**src/rtl/tile_writer.sv**
```systemverilog
// tile_writer: write-side engine for the 15x20 level tile map.
//
// Converts pixel-coordinate tile-write requests into row/column writes on the
// tile memory write port through a small in-order request queue.
// Out-of-bounds requests are accepted but dropped and counted.
//
// Optional feature macro: TILE_WRITER_FILL_EN
//   defined     - fill_start/fill_tile sweep-fill the whole map, one write
//                 per cycle in row-major order. Queued requests wait and
//                 drain after the sweep.
//   not defined - fill logic absent; fill_start and fill_tile are ignored.
//
// Ports:
//   clk, rst         rising-edge clock, asynchronous active-high reset
//   req_valid/ready  request handshake; req_x/req_y pixel coords, req_tile code
//   fill_start       single-cycle pulse starting a full-map fill of fill_tile
//   busy             fill in progress or queue non-empty
//   wr_en/row/col/   registered tile memory write port; values hold when
//   wr_data          wr_en is low
//   drop_cnt         saturating count of out-of-bounds requests
module tile_writer #(
    parameter int unsigned ROW_MAX    = 14,
    parameter int unsigned COL_MAX    = 19,
    parameter int unsigned LEFT       = 144,
    parameter int unsigned TOP        = 35,
    parameter int unsigned TILE_W     = 3,
    parameter int unsigned FIFO_DEPTH = 4
) (
    input  logic              clk,
    input  logic              rst,
    input  logic              req_valid,
    output logic              req_ready,
    input  logic [9:0]        req_x,
    input  logic [9:0]        req_y,
    input  logic [TILE_W-1:0] req_tile,
    input  logic              fill_start,
    input  logic [TILE_W-1:0] fill_tile,
    output logic              busy,
    output logic              wr_en,
    output logic [5:0]        wr_row,
    output logic [5:0]        wr_col,
    output logic [TILE_W-1:0] wr_data,
    output logic [7:0]        drop_cnt
);

    localparam int unsigned PTR_W = (FIFO_DEPTH > 1) ? $clog2(FIFO_DEPTH) : 1;
    localparam int unsigned CNT_W = PTR_W + 1;

    // ------------------------------------------------------------------
    // Request conversion and bounds check
    // ------------------------------------------------------------------
    logic [9:0] dy, dx, row_full, col_full;
    logic       in_bounds, accept, push, pop;

    assign dy       = req_y - 10'(TOP);
    assign dx       = req_x - 10'(LEFT);
    assign row_full = dy >> 5;
    assign col_full = dx >> 5;

    // Underflow is tested on the raw coordinates; a wrapped difference could
    // otherwise shift down to a small, seemingly valid index.
    assign in_bounds = (req_y >= 10'(TOP)) && (req_x >= 10'(LEFT)) &&
                       (row_full <= 10'(ROW_MAX)) && (col_full <= 10'(COL_MAX));

    assign accept = req_valid && req_ready;
    assign push   = accept && in_bounds;

    // ------------------------------------------------------------------
    // Request FIFO {row, col, tile}
    // ------------------------------------------------------------------
    logic [5:0]        row_mem  [FIFO_DEPTH];
    logic [5:0]        col_mem  [FIFO_DEPTH];
    logic [TILE_W-1:0] tile_mem [FIFO_DEPTH];
    logic [PTR_W-1:0]  wr_ptr_q, rd_ptr_q;
    logic [CNT_W-1:0]  count_q;
    logic              fifo_empty, fifo_full;

    assign fifo_empty = (count_q == '0);
    assign fifo_full  = (count_q == CNT_W'(FIFO_DEPTH));

    always_ff @(posedge clk) begin
        if (push) begin
            row_mem[wr_ptr_q]  <= row_full[5:0];
            col_mem[wr_ptr_q]  <= col_full[5:0];
            tile_mem[wr_ptr_q] <= req_tile;
        end
    end

    always_ff @(posedge clk or posedge rst) begin
        if (rst) begin
            wr_ptr_q <= '0;
            rd_ptr_q <= '0;
            count_q  <= '0;
        end else begin
            if (push) wr_ptr_q <= wr_ptr_q + PTR_W'(1);
            if (pop)  rd_ptr_q <= rd_ptr_q + PTR_W'(1);
            count_q <= count_q + CNT_W'(push) - CNT_W'(pop);
        end
    end

    // ------------------------------------------------------------------
    // Drop counter (saturating)
    // ------------------------------------------------------------------
    logic [7:0] drop_cnt_q;

    always_ff @(posedge clk or posedge rst) begin
        if (rst) begin
            drop_cnt_q <= '0;
        end else if (accept && !in_bounds && (drop_cnt_q != 8'hFF)) begin
            drop_cnt_q <= drop_cnt_q + 8'd1;
        end
    end

    assign drop_cnt = drop_cnt_q;

    // ------------------------------------------------------------------
    // Write sequencing
    // ------------------------------------------------------------------
    logic              wr_en_q, wr_en_d;
    logic [5:0]        wr_row_q, wr_row_d, wr_col_q, wr_col_d;
    logic [TILE_W-1:0] wr_data_q, wr_data_d;

`ifdef TILE_WRITER_FILL_EN
    localparam logic [0:0] ST_IDLE = 1'b0;
    localparam logic [0:0] ST_FILL = 1'b1;

    // Position written right after (0,0), and whether (0,0) is the whole map.
    localparam logic       SINGLE_TILE = (ROW_MAX == 0) && (COL_MAX == 0);
    localparam logic [5:0] SECOND_ROW  = (COL_MAX == 0) ? 6'd1 : 6'd0;
    localparam logic [5:0] SECOND_COL  = (COL_MAX == 0) ? 6'd0 : 6'd1;

    logic [0:0]        state_q, state_d;
    logic [5:0]        fill_row_q, fill_row_d, fill_col_q, fill_col_d;
    logic [TILE_W-1:0] fill_tile_q, fill_tile_d;
    logic              fill_last;

    assign fill_last = (fill_row_q == 6'(ROW_MAX)) && (fill_col_q == 6'(COL_MAX));

    always_comb begin
        state_d     = state_q;
        fill_row_d  = fill_row_q;
        fill_col_d  = fill_col_q;
        fill_tile_d = fill_tile_q;
        pop         = 1'b0;
        wr_en_d     = 1'b0;
        wr_row_d    = wr_row_q;
        wr_col_d    = wr_col_q;
        wr_data_d   = wr_data_q;
        unique case (state_q)
            ST_IDLE: begin
                if (fill_start) begin
                    // First fill write goes out on the same edge that samples
                    // fill_start; the counters point at the second tile.
                    wr_en_d     = 1'b1;
                    wr_row_d    = 6'd0;
                    wr_col_d    = 6'd0;
                    wr_data_d   = fill_tile;
                    fill_tile_d = fill_tile;
                    fill_row_d  = SECOND_ROW;
                    fill_col_d  = SECOND_COL;
                    if (!SINGLE_TILE) state_d = ST_FILL;
                end else if (!fifo_empty) begin
                    pop       = 1'b1;
                    wr_en_d   = 1'b1;
                    wr_row_d  = row_mem[rd_ptr_q];
                    wr_col_d  = col_mem[rd_ptr_q];
                    wr_data_d = tile_mem[rd_ptr_q];
                end
            end
            ST_FILL: begin
                wr_en_d   = 1'b1;
                wr_row_d  = fill_row_q;
                wr_col_d  = fill_col_q;
                wr_data_d = fill_tile_q;
                if (fill_last) begin
                    state_d = ST_IDLE;
                end else if (fill_col_q == 6'(COL_MAX)) begin
                    fill_col_d = 6'd0;
                    fill_row_d = fill_row_q + 6'd1;
                end else begin
                    fill_col_d = fill_col_q + 6'd1;
                end
            end
            default: state_d = ST_IDLE;
        endcase
    end

    always_ff @(posedge clk or posedge rst) begin
        if (rst) begin
            state_q     <= ST_IDLE;
            fill_row_q  <= '0;
            fill_col_q  <= '0;
            fill_tile_q <= '0;
        end else begin
            state_q     <= state_d;
            fill_row_q  <= fill_row_d;
            fill_col_q  <= fill_col_d;
            fill_tile_q <= fill_tile_d;
        end
    end

    assign req_ready = !fifo_full && (state_q != ST_FILL);
    assign busy      = (state_q == ST_FILL) || !fifo_empty;
`else
    logic unused_fill;
    assign unused_fill = ^{fill_start, fill_tile};

    always_comb begin
        pop       = !fifo_empty;
        wr_en_d   = pop;
        wr_row_d  = wr_row_q;
        wr_col_d  = wr_col_q;
        wr_data_d = wr_data_q;
        if (pop) begin
            wr_row_d  = row_mem[rd_ptr_q];
            wr_col_d  = col_mem[rd_ptr_q];
            wr_data_d = tile_mem[rd_ptr_q];
        end
    end

    assign req_ready = !fifo_full;
    assign busy      = !fifo_empty;
`endif

    always_ff @(posedge clk or posedge rst) begin
        if (rst) begin
            wr_en_q   <= 1'b0;
            wr_row_q  <= '0;
            wr_col_q  <= '0;
            wr_data_q <= '0;
        end else begin
            wr_en_q   <= wr_en_d;
            wr_row_q  <= wr_row_d;
            wr_col_q  <= wr_col_d;
            wr_data_q <= wr_data_d;
        end
    end

    assign wr_en   = wr_en_q;
    assign wr_row  = wr_row_q;
    assign wr_col  = wr_col_q;
    assign wr_data = wr_data_q;

endmodule

```
**config.mk**
```make
export PLATFORM = sky130hd
export DESIGN_NAME = tile_writer
export DESIGN_NICKNAME = d
export VERILOG_FILES = /design/src/rtl/tile_writer.sv
export SDC_FILE = /design/constraint.sdc
export NUM_CORES = 1
export LEC_CHECK = 0
export ABC_AREA = 1
export BUFFER_PORTS_ARGS = -buffer_cell sky130_fd_sc_hd__buf_4
export CORE_MARGIN = 4
export CORE_UTILIZATION = 50
export DETAILED_ROUTE_END_ITERATION = 16
export GPL_ROUTABILITY_DRIVEN = 1
export PLACE_DENSITY = 0.74
export SKIP_LAST_GASP = 1
export SYNTH_ARGS = -nofsm -noshare
export SYNTH_HDL_FRONTEND = slang
export SYNTH_SLANG_ARGS = --single-unit
```
**constraint.sdc**
```tcl
create_clock -name clk -period 1.95 [get_ports clk]
set_input_delay 0.195 -clock clk [delete_from_list [all_inputs] [get_ports clk]]
set_output_delay 0.195 -clock clk [all_outputs]
set_load 0.05 [all_outputs]
```
==> metrics.yaml <==
global_route:
  grt_pass1_vias: 2539
  grt.total_usage_pct: 17.34
  grt_max_degree: 31
  grt_overflow: 0
  grt_pass1_wl_um: 11700
  antenna_found_initial: 0
worst_setup_path:
  critical_path.startpoint: "count_q[1]$_DFF_PP0_"
  cp.arrival_ns: 2.04
  path_class: "reg -> reg"
  end_kind: "flip-flop"
  r2r_end: "count_q[1]$_DFF_PP0_"
  start_kind: "flip-flop"
  endpoint: "count_q[1]$_DFF_PP0_"
  critPathMaxFanout: 3
  r2r-start: "count_q[1]$_DFF_PP0_"
  crit_required_ns: 2.20
  r2r_cells: 8
  ff2ff_setup_slack_ns: 0.16
route:
  viasPerCell: 4.919
  wl_per_cell_um: 13.10
  routed_wl_um: 7137
  drt_iter0_drc: 137
  drtAntennaViolNets: 0
  drtPass1Iterations: 4
  vias: 2681
  drc_errors: 0
yosys:
  synthXorXnorAreaFrac_pct: 2.533
  synth-seq-cells: 81
  ys_seq_area_share_pct: 60.13
  yosysUniqueCellTypes: 31
  synthSimpleGateAreaFrac_pct: 22.43
  synthAdderAreaFrac_pct: 3.487
  synth.avg_cell_area_um2: 10.51
  synth_compound_area_share_pct: 6.349
  syn_inst: 362
  yosysWarnings: 0
  synth_top_family_by_area: "simple AND/OR/NAND/NOR gates"
  synthMuxAreaShare_pct: 0
  syn_area_um2: 3804
finish:
  multi_input_area_um2: 1354
  final_cell_mix: "76 x buf_4, 71 x nor2_1, 52 x edfxtp_1"
  final_common_cell: "buf_4"
  antennaDiodeCount: 0
  seq_area_um2: 2287
  final_area_um2: 4751
  stdcell_count: 545
  drive_gt1_share_pct: 31.84
  num-fill-cells: 567
  fin_nets: 481
  area.growth.synth_to_final_pct: 24.90
clock_tree:
  root_buffer: "clkbuf_8"
  clk_latency_ns: 0.35
  cts_resized: 0
  post_cts_buffers: 0
  cts_num_sinks: 81
  cts_tree: "built"
  path_clk_slew_ns: 0.08
  ctsHoldBuffers: 1
  cts_max_path_buffers: 2
  cts.htree.levels: 3
  numCtsBuffers: 9
placement:
  pre_cts_slack_ns: -0.1480
  dp.cells: 528
  hpwl_um: 4795
  dpl_cell_area_um2: 4507
  gp_congestion: 0.7361
  portBuffers: 49
timing:
  finalHoldViolCount: 0
  tightest_slew_ns: 0.5263
  fin_crit_sh_pct: 91.63
  finalClockSkew_ns: 0.007883
  rsz0062_at_grt: "no"
  final.setup.worst_slack_ns: 0.1633
  whs_ns: 0.04341
  fmax_ghz: 0.5597
  drv_slew: 0
  slew_headroom_pct: 64.87
  fin_crit_ns: 1.787
  setup_viol_count_final: 0
floorplanning:
  die_area_um2: 9067
  die-height_um: 95.22
  initial_core_util_pct: 51.89
  io_pins: 56
  die_w_um: 95.22
  design.core.area_um2: 7331
  rows: 31
power_and_ir_drop:
  p_leak_uw: 0.002065
  peakVddDrop_uv: 528.2
  power.density_nw_per_um2: 1381
flow_run:
  max_cap_viol_count: 0
min_path:
  hold_path_class: "in -> reg"
status:
  status: "completed"
critical path: stages, from the launching register on:
cell,delay [ns]
dfrtp_1,0.44
nor2_2,0.13
nand2_1,0.11
ha_4,0.22
inv_1,0.05
ha_1,0.13
inv_1,0.05
fa_2,0.52
inv_1,0.04
sequential cells by signal, summed over array words and instances, names as in the netlist:
signal,count
wr_ptr_q,2
wr_col,5
col_mem,20
tile_mem,12
wr_row,5
count_q,3
wr_en,1
rd_ptr_q,2
drop_cnt,8
row_mem,20
wr_data,3
kinds of logic after synthesis:
group	after synthesis
compound gates	41
flops	81
buf+inv	47
fa+ha+maj	10
other cells	1
xor+xnor	11
simple gates	171
stage by stage:
stage               TNS (ns)  utilization (%)  power [uW]
floorplan           -0.02285                -        4424
global placement     -0.1503            61.48        5109
detailed placement    -1.125            61.48        5174
CTS                        0            64.81        6621
global route               0            64.81        6979
finish                     0            64.81        6563
worst min path at each step:
stage / end / slack, ns / depth (start not counted) / from
after global placement: wr_data[0]$_DFFE_PP0N_ / 0.31 / 3 / rst
after global routing: tile_mem[1][1]$_DFFE_PP_ / 0.02 / 1 / req_tile[1]
after CTS: tile_mem[1][1]$_DFFE_PP_ / 0.03 / 1 / req_tile[1]
after floorplan: count_q[0]$_DFF_PP0_ / 0.27 / 1 / rst
final: tile_mem[1][1]$_DFFE_PP_ / 0.04 / 1 / req_tile[1]
after detailed placement: wr_data[0]$_DFFE_PP0N_ / 0.31 / 3 / rst
synthesized netlist by cell type (all sizes together):
cell,number,area share (%)
inv,35,3.5
nor2,83,9.4
clkbuf,4,0.39
buf,8,1.1
dfrtp,29,19
fa,1,0.53
or2,1,0.16
nand2,60,8.7
a31oi,14,2.7
nand3b,1,0.20
conb,1,0.099
xnor2,3,0.69
edfxtp,52,41
nand4,1,0.16
xor2,8,1.8
ha,9,3.0
nand3,24,3.6
nor3,1,0.13
o21ai,27,3.7
where the power goes:
group	switching (uW)	total [uW]	internal [uW]
sequential	265	2450	2180
combinational	1780	2680	907
clock	590	1430	844
total	2630	6560	3930
layout make-up:
cell class	count	share of cell area, %
sequential	81	48.14
multi-input combinational	235	28.50
inverter	35	2.765
clock buffer	10	2.686
timing repair buffer	79	13.06
tap	99	2.607
clock inverter	6	2.239
metal layers:
metal	global-route usage (%)	routed length, um	vias to the layer above
met1	21.06	2997	1257
met4	8.173	153	0
met2	29.45	3585	64
met5	0	0	-
met3	3.631	401	11
li1	-	-	1349
No activity file was read; power rests on OpenSTA's default activity.
